File: config.mk
export PLATFORM = sky130hd
export DESIGN_NAME = voter_switch
export DESIGN_NICKNAME = d
export VERILOG_FILES = /design/src/rtl/voter_switch_pkg.sv /design/src/rtl/voter_popcount.sv /design/src/rtl/voter_switch.sv
export SDC_FILE = /design/constraint.sdc
export NUM_CORES = 1
export LEC_CHECK = 0
export CAP_MARGIN = 20
export CORE_AREA = 10 10 47 49
export DETAILED_ROUTE_END_ITERATION = 12
export DIE_AREA = 0 0 57 59
export GPL_TIMING_DRIVEN = 0
export HOLD_SLACK_MARGIN = 0.12
export PLACE_DENSITY = 0.49
export REMOVE_ABC_BUFFERS = 1
export SLEW_MARGIN = 20
export SYNTH_ARGS = -nofsm -noshare
export SYNTH_HDL_FRONTEND = slang
export SYNTH_SLANG_ARGS = --single-unit
File: constraint.sdc
create_clock -name clk -period 2.88 [get_ports clk]
set_input_delay 0.288 -clock clk [delete_from_list [all_inputs] [get_ports clk]]
set_output_delay 0.288 -clock clk [all_outputs]
set_load 0.02 [all_outputs]
File: src/rtl/voter_switch_pkg.sv
// -----------------------------------------------------------------------------
// voter_switch_pkg
//   Shared definitions for the voter_switch block: the one-hot verdict
//   encodings driven onto O and the helper that sizes the yes-vote counter.
// -----------------------------------------------------------------------------
package voter_switch_pkg;

   localparam logic [2:0] VERDICT_NONE = 3'b000;
   localparam logic [2:0] VERDICT_PASS = 3'b001;
   localparam logic [2:0] VERDICT_TIE  = 3'b010;
   localparam logic [2:0] VERDICT_FAIL = 3'b100;

   // Bits needed to hold a count of 0..n inclusive.
   function automatic int cnt_width(input int n);
      return $clog2(n + 1);
   endfunction

endpackage : voter_switch_pkg

File: src/rtl/voter_popcount.sv
// -----------------------------------------------------------------------------
// voter_popcount
//   Purely combinational population count of the vote vector.
// Ports
//   v      in   [N-1:0]             vote bits, 1 = yes
//   count  out  [cnt_width(N)-1:0]  number of bits set in v
// -----------------------------------------------------------------------------
module voter_popcount
   import voter_switch_pkg::*;
#(
   parameter int N = 4
) (
   input  logic [N-1:0]              v,
   output logic [cnt_width(N)-1:0]   count
);

   localparam int CW = cnt_width(N);

   logic [CW-1:0] sum_s;

   // Ripple adder chain: accumulate one vote bit per iteration.
   always_comb begin
      sum_s = {CW{1'b0}};
      for (int i = 0; i < N; i++) begin
         sum_s = sum_s + {{(CW-1){1'b0}}, v[i]};
      end
   end

   assign count = sum_s;

endmodule : voter_popcount

File: src/rtl/voter_switch.sv
// -----------------------------------------------------------------------------
// voter_switch
//   Registered vote tallier. Counts the yes votes on I and reports a one-hot
//   verdict on O one clock later. O = 000 means "no verdict" (in reset).
// Ports
//   clk    in   1                          system clock, rising edge
//   rst    in   1                          synchronous, active-high reset
//   I      in   [N_VOTERS-1:0]             votes, 1 = yes; MSB is the chair
//   O      out  [3:1]                      O[1] pass, O[2] tie, O[3] fail
//   count  out  [cnt_width(N_VOTERS)-1:0]  registered yes-vote count
// Configuration
//   CHAIR_TIEBREAK_EN  when defined, a tie is resolved by the chair vote
//                      (chair yes -> pass, chair no -> fail); no tie verdict.
// -----------------------------------------------------------------------------
module voter_switch
   import voter_switch_pkg::*;
#(
   parameter int N_VOTERS = 4
) (
   input  logic                              clk,
   input  logic                              rst,
   input  logic [N_VOTERS-1:0]               I,
   output logic [3:1]                        O,
   output logic [cnt_width(N_VOTERS)-1:0]    count
);

   localparam int CW = cnt_width(N_VOTERS);
   // N_VOTERS always fits in CW bits, so this compare operand is exact.
   localparam logic [CW:0] N_CMP = (CW+1)'(N_VOTERS);

   logic [CW-1:0] count_s;
   logic [CW:0]   twice_s;
   logic [2:0]    verdict_s;
   logic [2:0]    verdict_r;
   logic [CW-1:0] count_r;

   voter_popcount #(
      .N     (N_VOTERS)
   ) u_popcount (
      .v     (I),
      .count (count_s)
   );

   // Doubling the count avoids a fractional majority threshold.
   assign twice_s = {count_s, 1'b0};

   // Verdict decode from the doubled count versus the voter total.
   always_comb begin
      verdict_s = VERDICT_NONE;
      if (twice_s > N_CMP) begin
         verdict_s = VERDICT_PASS;
      end else if (twice_s < N_CMP) begin
         verdict_s = VERDICT_FAIL;
      end else begin
`ifdef CHAIR_TIEBREAK_EN
         if (I[N_VOTERS-1]) begin
            verdict_s = VERDICT_PASS;
         end else begin
            verdict_s = VERDICT_FAIL;
         end
`else
         verdict_s = VERDICT_TIE;
`endif
      end
   end

   // Output register stage; reset wins over the sample on the same edge.
   always_ff @(posedge clk) begin
      if (rst) begin
         verdict_r <= VERDICT_NONE;
         count_r   <= {CW{1'b0}};
      end else begin
         verdict_r <= verdict_s;
         count_r   <= count_s;
      end
   end

   assign O     = verdict_r;
   assign count = count_r;

endmodule : voter_switch

Word level (Yosys, flattened, before mapping)

Index checks and enable logic that the tools add are counted.

Register bits: 6
Input port bits: 6
Output and inout bits: 6

$add $sub $neg: 3
$lt $le $gt $ge: 2
Multiplexer cells: 2
Reductions and logical operators: 1

Operator list:

| operator                                                                         | number |
|---|---|
| 3-bit by 1-bit adder with 3-bit output                                           | 2 |
| 4-bit by 3-bit greater-than comparator with 1-bit output (second input constant) | 1 |
| 4-bit by 3-bit less-than comparator with 1-bit output (second input constant)    | 1 |
| 3-bit two-way mux                                                                | 1 |
| 1-bit by 1-bit adder with 2-bit output                                           | 1 |
| 2-bit OR reduction                                                               | 1 |
| 1-bit two-way mux                                                                | 1 |

Logic depth before layout (Yosys ltp)

Gate-level depths: netlist of run 1.

Depth after elaboration: 6
Depth in mapped cells: 6

Cells and area by module

Synthesis of run 1 repeated with hierarchy kept, for this count alone.

Cells, all modules: 21
Area, all modules: 234.0 um2

Modules (own cells, without submodules):

| module         | times used | cells each | area an instance (um2) | seq. area each (um2) |
|---|---|---|---|---|
| voter_switch   | 1          | 13         | 170.2                  | 120.1 |
| voter_popcount | 1          | 8          | 63.8                   | 0.0 |

Worst setup path after synthesis of run 1

OpenSTA, ideal clock, no wires.

Kind: in2reg
Start point: input I[0]
End point: register count_r[1], in the netlist count[1]
Setup time: 114 ps
Arrival time: 1,399 ps
Slack: 1,366 ps
Cell stages on the path: 5
Path through: ha_1 -> fa_1 -> inv_1 -> ha_1 -> and2b_1

Longest elaborated chain between the ends: 3

Ends and longest elaborated chain:

| item                                                | RTL line             | text |
|---|---|---|
| start: declaration                                  | voter_switch.sv:22   | `input logic [N_VOTERS-1:0] I,` |
| 1-bit by 1-bit adder with 2-bit output              | voter_popcount.sv:25 | `sum_s = sum_s + {{(CW-1){1'b0}}, v[i]};` |
| 3-bit by 1-bit adder with 3-bit output (2 in a row) | voter_popcount.sv:25 |  |
| via count_s[1]                                      | voter_switch.sv:31   | `logic [CW-1:0] count_s;` |
| end signal: assignment                              | voter_switch.sv:71   | `count_r <= {CW{1'b0}};` |
| end signal: assignment                              | voter_switch.sv:74   | `count_r <= count_s;` |
| end: declaration                                    | voter_switch.sv:35   | `logic [CW-1:0] count_r;` |

The timed path passes the listed nets, and every way through them passes these cells.
A chain may end at the register's enable or synchronous reset.

Worst setup path in the final report of run 1

Same ends and word-level chain as after synthesis.

==> results of run 1 <==
layer usage:
layer	global-route usage [%]	share of wire, %
met4	5.03	0
met3	3.43	24
met1	1.67	40
met5	0	0
met2	3.41	35
logic make-up after synthesis:
group | synth area share (%)
buffers and inverters | 3.08
adders and majority gates | 23.6
DFF | 49.2
AOI/OAI and AO/OA | 4.62
and+or+nand+nor | 19.5
cell usage in the layout, fill, tap and decap left out:
cell type | netlist | routed
dfxtp_1 | 6 | 6
clkbuf_4 | 0 | 3
and2b_2 | 1 | 1
ha_1 | 3 | 3
nor2_2 | 1 | 1
and2b_1 | 3 | 3
nor2_1 | 1 | 1
and3_1 | 1 | 1
inv_1 | 2 | 2
fa_1 | 1 | 1
clkdlybuf4s50_1 | 0 | 11
a21boi_2 | 1 | 1
per-stage QoR:
step / utilization (%) / total power (W) / hold slack, ns / instances
6_report: 28.3 / 0.000221 / 0.754 / 50
5_1_grt: 28.3 / 0.000233 / 0.762 / 50
4_1_cts: 28.3 / 0.000226 / 0.747 / 50
3_5_place_dp: 26.7 / 0.000151 / 0.999 / 47
3_3_place_gp: 26.7 / 0.000150 / 0.990 / 47
2_1_floorplan: - / 0.000124 / 0.478 / 20
power by group:
part	total, W	switching (W)	internal (W)
registers	0.0000928	0.00000173	0.0000911
logic	0.0000558	0.0000255	0.0000303
clock network	0.0000723	0.0000255	0.0000468
total	0.000221	0.0000527	0.000168
sequential cells by signal, summed over array words and instances (netlist names):
signal	cells
O	3
count	3
worst min-delay path by stage:
| stage | from | slack, ns | endpoint |
|---|---|---|---|
| finish | rst | 0.75 | count[1] |
| global route | rst | 0.76 | count[1] |
| global placement | rst | 0.99 | count[1] |
| floorplan | rst | 0.48 | O[3] |
| CTS | rst | 0.75 | count[1] |
| detailed placement | rst | 1.0 | count[1] |
layout make-up:
class	instances	area share, %
sequential	6	30.3
multi-input combinational	12	29.3
timing repair buffer	11	27.8
clock buffer	3	5.68
tap	16	5.05
inverter	2	1.89
==> flow_summary.toml, run 1 <==
[final_layout]
antenna_cells = 0
finalInstanceArea_sq_um = 397
drive_above_1_share_pct = 17.6
seq_area_sq_um = 120
area_delta_synth_final_pct = 62.6
layout.nets = 46
multi_input_comb_area_sq_um = 116
nFillCells = 159

[global_routing]
grt_pass1_wl_microns = 683
grt_overflow = 0
grt_max_degree = 6
first_global_vias = 191
track_usage_pct = 2.90
antenna_found_initial = 0

[clocking]
hold_buffers = 0
root_buffer = "clkbuf_4"
tritoncts = "done"
postCtsSetupRepairBufs = 0
cts.sinks = 6
cts_buffers = 3
clk_pin_slew_worst_paths_ns = 0.04
cts.path.max_buffers = 2
cts_resized = 0
h-tree-depth = 1

[routing]
vias_per_cell = 3.56
routed_wirelength_microns = 448
vias = 178
antenna_left = 0
drc = 0
wl_per_cell_microns = 8.96
drt_first_iter_violations = 2
drt-pass1-iter-count = 2

[sta]
worstMarginPinSlew_ns = 0.222
grt_setup_unrepaired = "no"
slew_headroom_pct = 85.2
fmax_ghz = 0.571
fin_tns_setup_ns = 0
setup_ws_ns = 1.13
finalSetupViolCount = 0
maxSlewViolCount = 0
period_minus_slack_ns = 1.75
min_period_over_period_pct = 60.8
hold_viol_final = 0

[setup_path]
crit_family = "adder cells"
max_stage_delay_ns = 0.40
cp_slowest_cell = "clkdlybuf4s50_1"
cp-end-kind = "flop"
cp.depth = 6
crit_chain = "clkdlybuf4s50_1 -> ha_1 -> fa_1 -> inv_1 -> ha_1 -> and2b_1"
crit_required_ns = 3.01
endpoint = "count[1]"
arrival_ns = 1.88
critPathLaunchType = "primary input"
worst-path-buf-inv = 2
path_class = "primary input to flop"
cp_common_cell = "ha_1"
critPathLaunch = "I[0]"
crit_fanout = 3

[placed_design]
placed_area_sq_um = 374
post-place-ws_ns = 0.877
finalWeightedCongestion = 0.621
io_buffers = 11

[synthesis]
synthArstFlopShare_pct = 0
synth-edff-count = 0
avgSynthCellArea_sq_um = 12.2
yosysUniqueCellTypes = 10
syn_area_sq_um = 244
netlist_top_cells_area = "dfxtp_1, ha_1, and2b_1"
synth_top_area_share_pct = 49.2
ys_top_cells_by_count = "dfxtp_1, and2b_1, ha_1"
synth_cells = 20
ys_ff_latch = 6
synth-seq-area-share_pct = 49.2
yosys.area.top_type = "dfxtp_1"
ys_warn_count = 0
yosys_most_used_dff = "dfxtp_1"
synth_most_common_cell = "dfxtp_1"

[floorplanning]
die_y_microns = 59
rows = 14
core_area_sq_um = 1400
initial_core_util_pct = 17.4
dieArea_sq_um = 3360
die_w_microns = 57
io_pins = 12

[outcome]
outcome = "finished, final reports clean"

[run]
max_cap_viol_count = 0

[min_path]
min_path_cells = 2
hold_class = "primary input to flop"

[pwr]
powerDensity_nw_per_um2 = 557
ir_drop_mv = 0.119
leakagePower_nw = 0.178
No activity file was read; power rests on OpenSTA's default activity.
==> run 2: changes to the inputs <==
--- a/config.mk
+++ b/config.mk
@@ -11,7 +11,7 @@
 export DIE_AREA = 0 0 57 59
 export GPL_TIMING_DRIVEN = 0
 export HOLD_SLACK_MARGIN = 0.12
-export PLACE_DENSITY = 0.49
+export PLACE_DENSITY = 0.5
 export REMOVE_ABC_BUFFERS = 1
 export SLEW_MARGIN = 20
 export SYNTH_ARGS = -nofsm -noshare
==> constraint.sdc (replaced) <==
create_clock -name clk -period 1.5 [get_ports clk]
set_input_delay 0.15 -clock clk [delete_from_list [all_inputs] [get_ports clk]]
set_output_delay 0.15 -clock clk [all_outputs]
set_load 0.02 [all_outputs]
==> run 2 against run 1 <==
Effect of this change: non-clock buffer count is the same; critical endpoint is now O[2]; utilization increased by 3.2 points; global-route usage increased by 0.14 points; critical path type unchanged; highest routed layer unchanged.
==> flow_summary.toml, run 2 (synthesis results as in run 1) <==
[final_layout]
multi_input_comb_area_sq_um = 156
antenna_cells = 0
drive_above_1_share_pct = 35.3
seq_area_sq_um = 120
layout.nets = 46
final_common_cell = "clkdlybuf4s50_1"
final_cell_mix = "clkdlybuf4s50_1, dfxtp_1, and2b_1, clkbuf_4"
finish.utilization_pct = 31.5
finalInstanceArea_sq_um = 442
area_delta_synth_final_pct = 81.0
nFillCells = 157

[min_path]
min_path_cells = 4
hold_class = "primary input to flop"

[pwr]
ir_drop_mv = 0.242
leakagePower_nw = 0.193
powerDensity_nw_per_um2 = 1010

[routing]
drt_first_iter_violations = 0
wl_per_cell_microns = 9.56
drt-pass1-iter-count = 1
drc = 0
vias_per_cell = 3.68
antenna_left = 0
vias = 184
routed_wirelength_microns = 478

[setup_path]
critPathLaunchType = "primary input"
endpoint = "O[2]"
critPathLaunch = "I[3]"
path_class = "primary input to flop"
arrival_ns = 1.42
crit_required_ns = 1.63
cp-end-kind = "flop"
crit_fanout = 3

[outcome]
outcome = "finished, final reports clean"

[global_routing]
antenna_found_initial = 0
grt_max_degree = 6
track_usage_pct = 3.04
grt_pass1_wl_microns = 717
first_global_vias = 195
grt_overflow = 0

[clocking]
clk_pin_slew_worst_paths_ns = 0.04
root_buffer = "clkbuf_4"
tritoncts = "done"
cts.sinks = 6
h-tree-depth = 1
cts.path.max_buffers = 2
cts_buffers = 3
hold_buffers = 0

[floorplanning]
rows = 14
io_pins = 12
die_y_microns = 59
core_area_sq_um = 1400
initial_core_util_pct = 17.4
die_w_microns = 57
dieArea_sq_um = 3360

[placed_design]
finalWeightedCongestion = 0.636
hpwl_microns = 435
placed_area_sq_um = 374
io_buffers = 11

[run]
max_cap_viol_count = 0

[sta]
slew_headroom_pct = 85.0
grt_setup_unrepaired = "no"
worstMarginPinSlew_ns = 0.224
finalSetupViolCount = 0
min_period_over_period_pct = 86.1
whs_ns = 0.538
maxSlewViolCount = 0
hold_viol_final = 0
fmax_ghz = 0.774
period_minus_slack_ns = 1.29
run 2: how the worst min path moves through the flow:
| stage | from | end |
|---|---|---|
| 2_1_floorplan | rst | O[3] |
| 3_3_place_gp | rst | count[1] |
| 3_5_place_dp | rst | O[3] |
| 4_1_cts | rst | count[1] |
| 5_1_grt | I[0] | count[2] |
| 6_report | I[0] | count[2] |
run 2: routing by layer:
| layer | vias to the layer above | routed length (microns) | global-route usage (%) |
|---|---|---|---|
| met5 | - | 0 | 0 |
| met2 | 12 | 191 | 3.72 |
| met3 | 0 | 140 | 4.08 |
| met1 | 81 | 147 | 1.80 |
| met4 | 0 | 0 | 4.03 |
| li1 | 91 | - | - |
run 2: repair_timing:
action | in CTS | in global routing
pin swaps | 0 | 4
setup endpoints to repair | 3 | 3
setup buffers | 0 | 0
resized for setup | 4 | 5
run 2: final cells by class:
class | instances | share of cell area [%]
flip-flops and latches | 6 | 27.2
repair buffers | 11 | 26.1
inverters | 2 | 1.70
well taps | 16 | 4.53
multi-input cells | 12 | 35.4
clock buffers | 3 | 5.10
run 2: where the power goes:
group / total, W / internal, W / switching [W]
Clock: 0.000138 / 0.0000898 / 0.0000481
Sequential: 0.000178 / 0.000175 / 0.00000317
Combinational: 0.000128 / 0.0000719 / 0.0000563
run 2: metrics by stage:
step              TNS, ns  worst slack [ns]  total power, W  instances
2_1_floorplan           0             0.124        0.000238         20
3_3_place_gp        -1.44            -0.337        0.000287         47
3_5_place_dp        -1.61            -0.362        0.000290         47
4_1_cts        -0.0000614        -0.0000614        0.000444         50
5_1_grt                 0             0.169        0.000468         50
6_report                0             0.209        0.000444         50
run 2: critical path: stages:
cell and delay [ns]:
clkdlybuf4s50_1 0.43, fa_2 0.39, inv_2 0.08, ha_4 0.21, and3_4 0.17
==> run 3: changes to the inputs <==
--- a/config.mk
+++ b/config.mk
@@ -13,7 +13,6 @@
 export HOLD_SLACK_MARGIN = 0.12
 export PLACE_DENSITY = 0.5
 export REMOVE_ABC_BUFFERS = 1
-export SLEW_MARGIN = 20
 export SYNTH_ARGS = -nofsm -noshare
 export SYNTH_HDL_FRONTEND = slang
 export SYNTH_SLANG_ARGS = --single-unit
==> results of run 3 <==
Same layout as run 2: the final DEF is identical, and so are final timing and power.
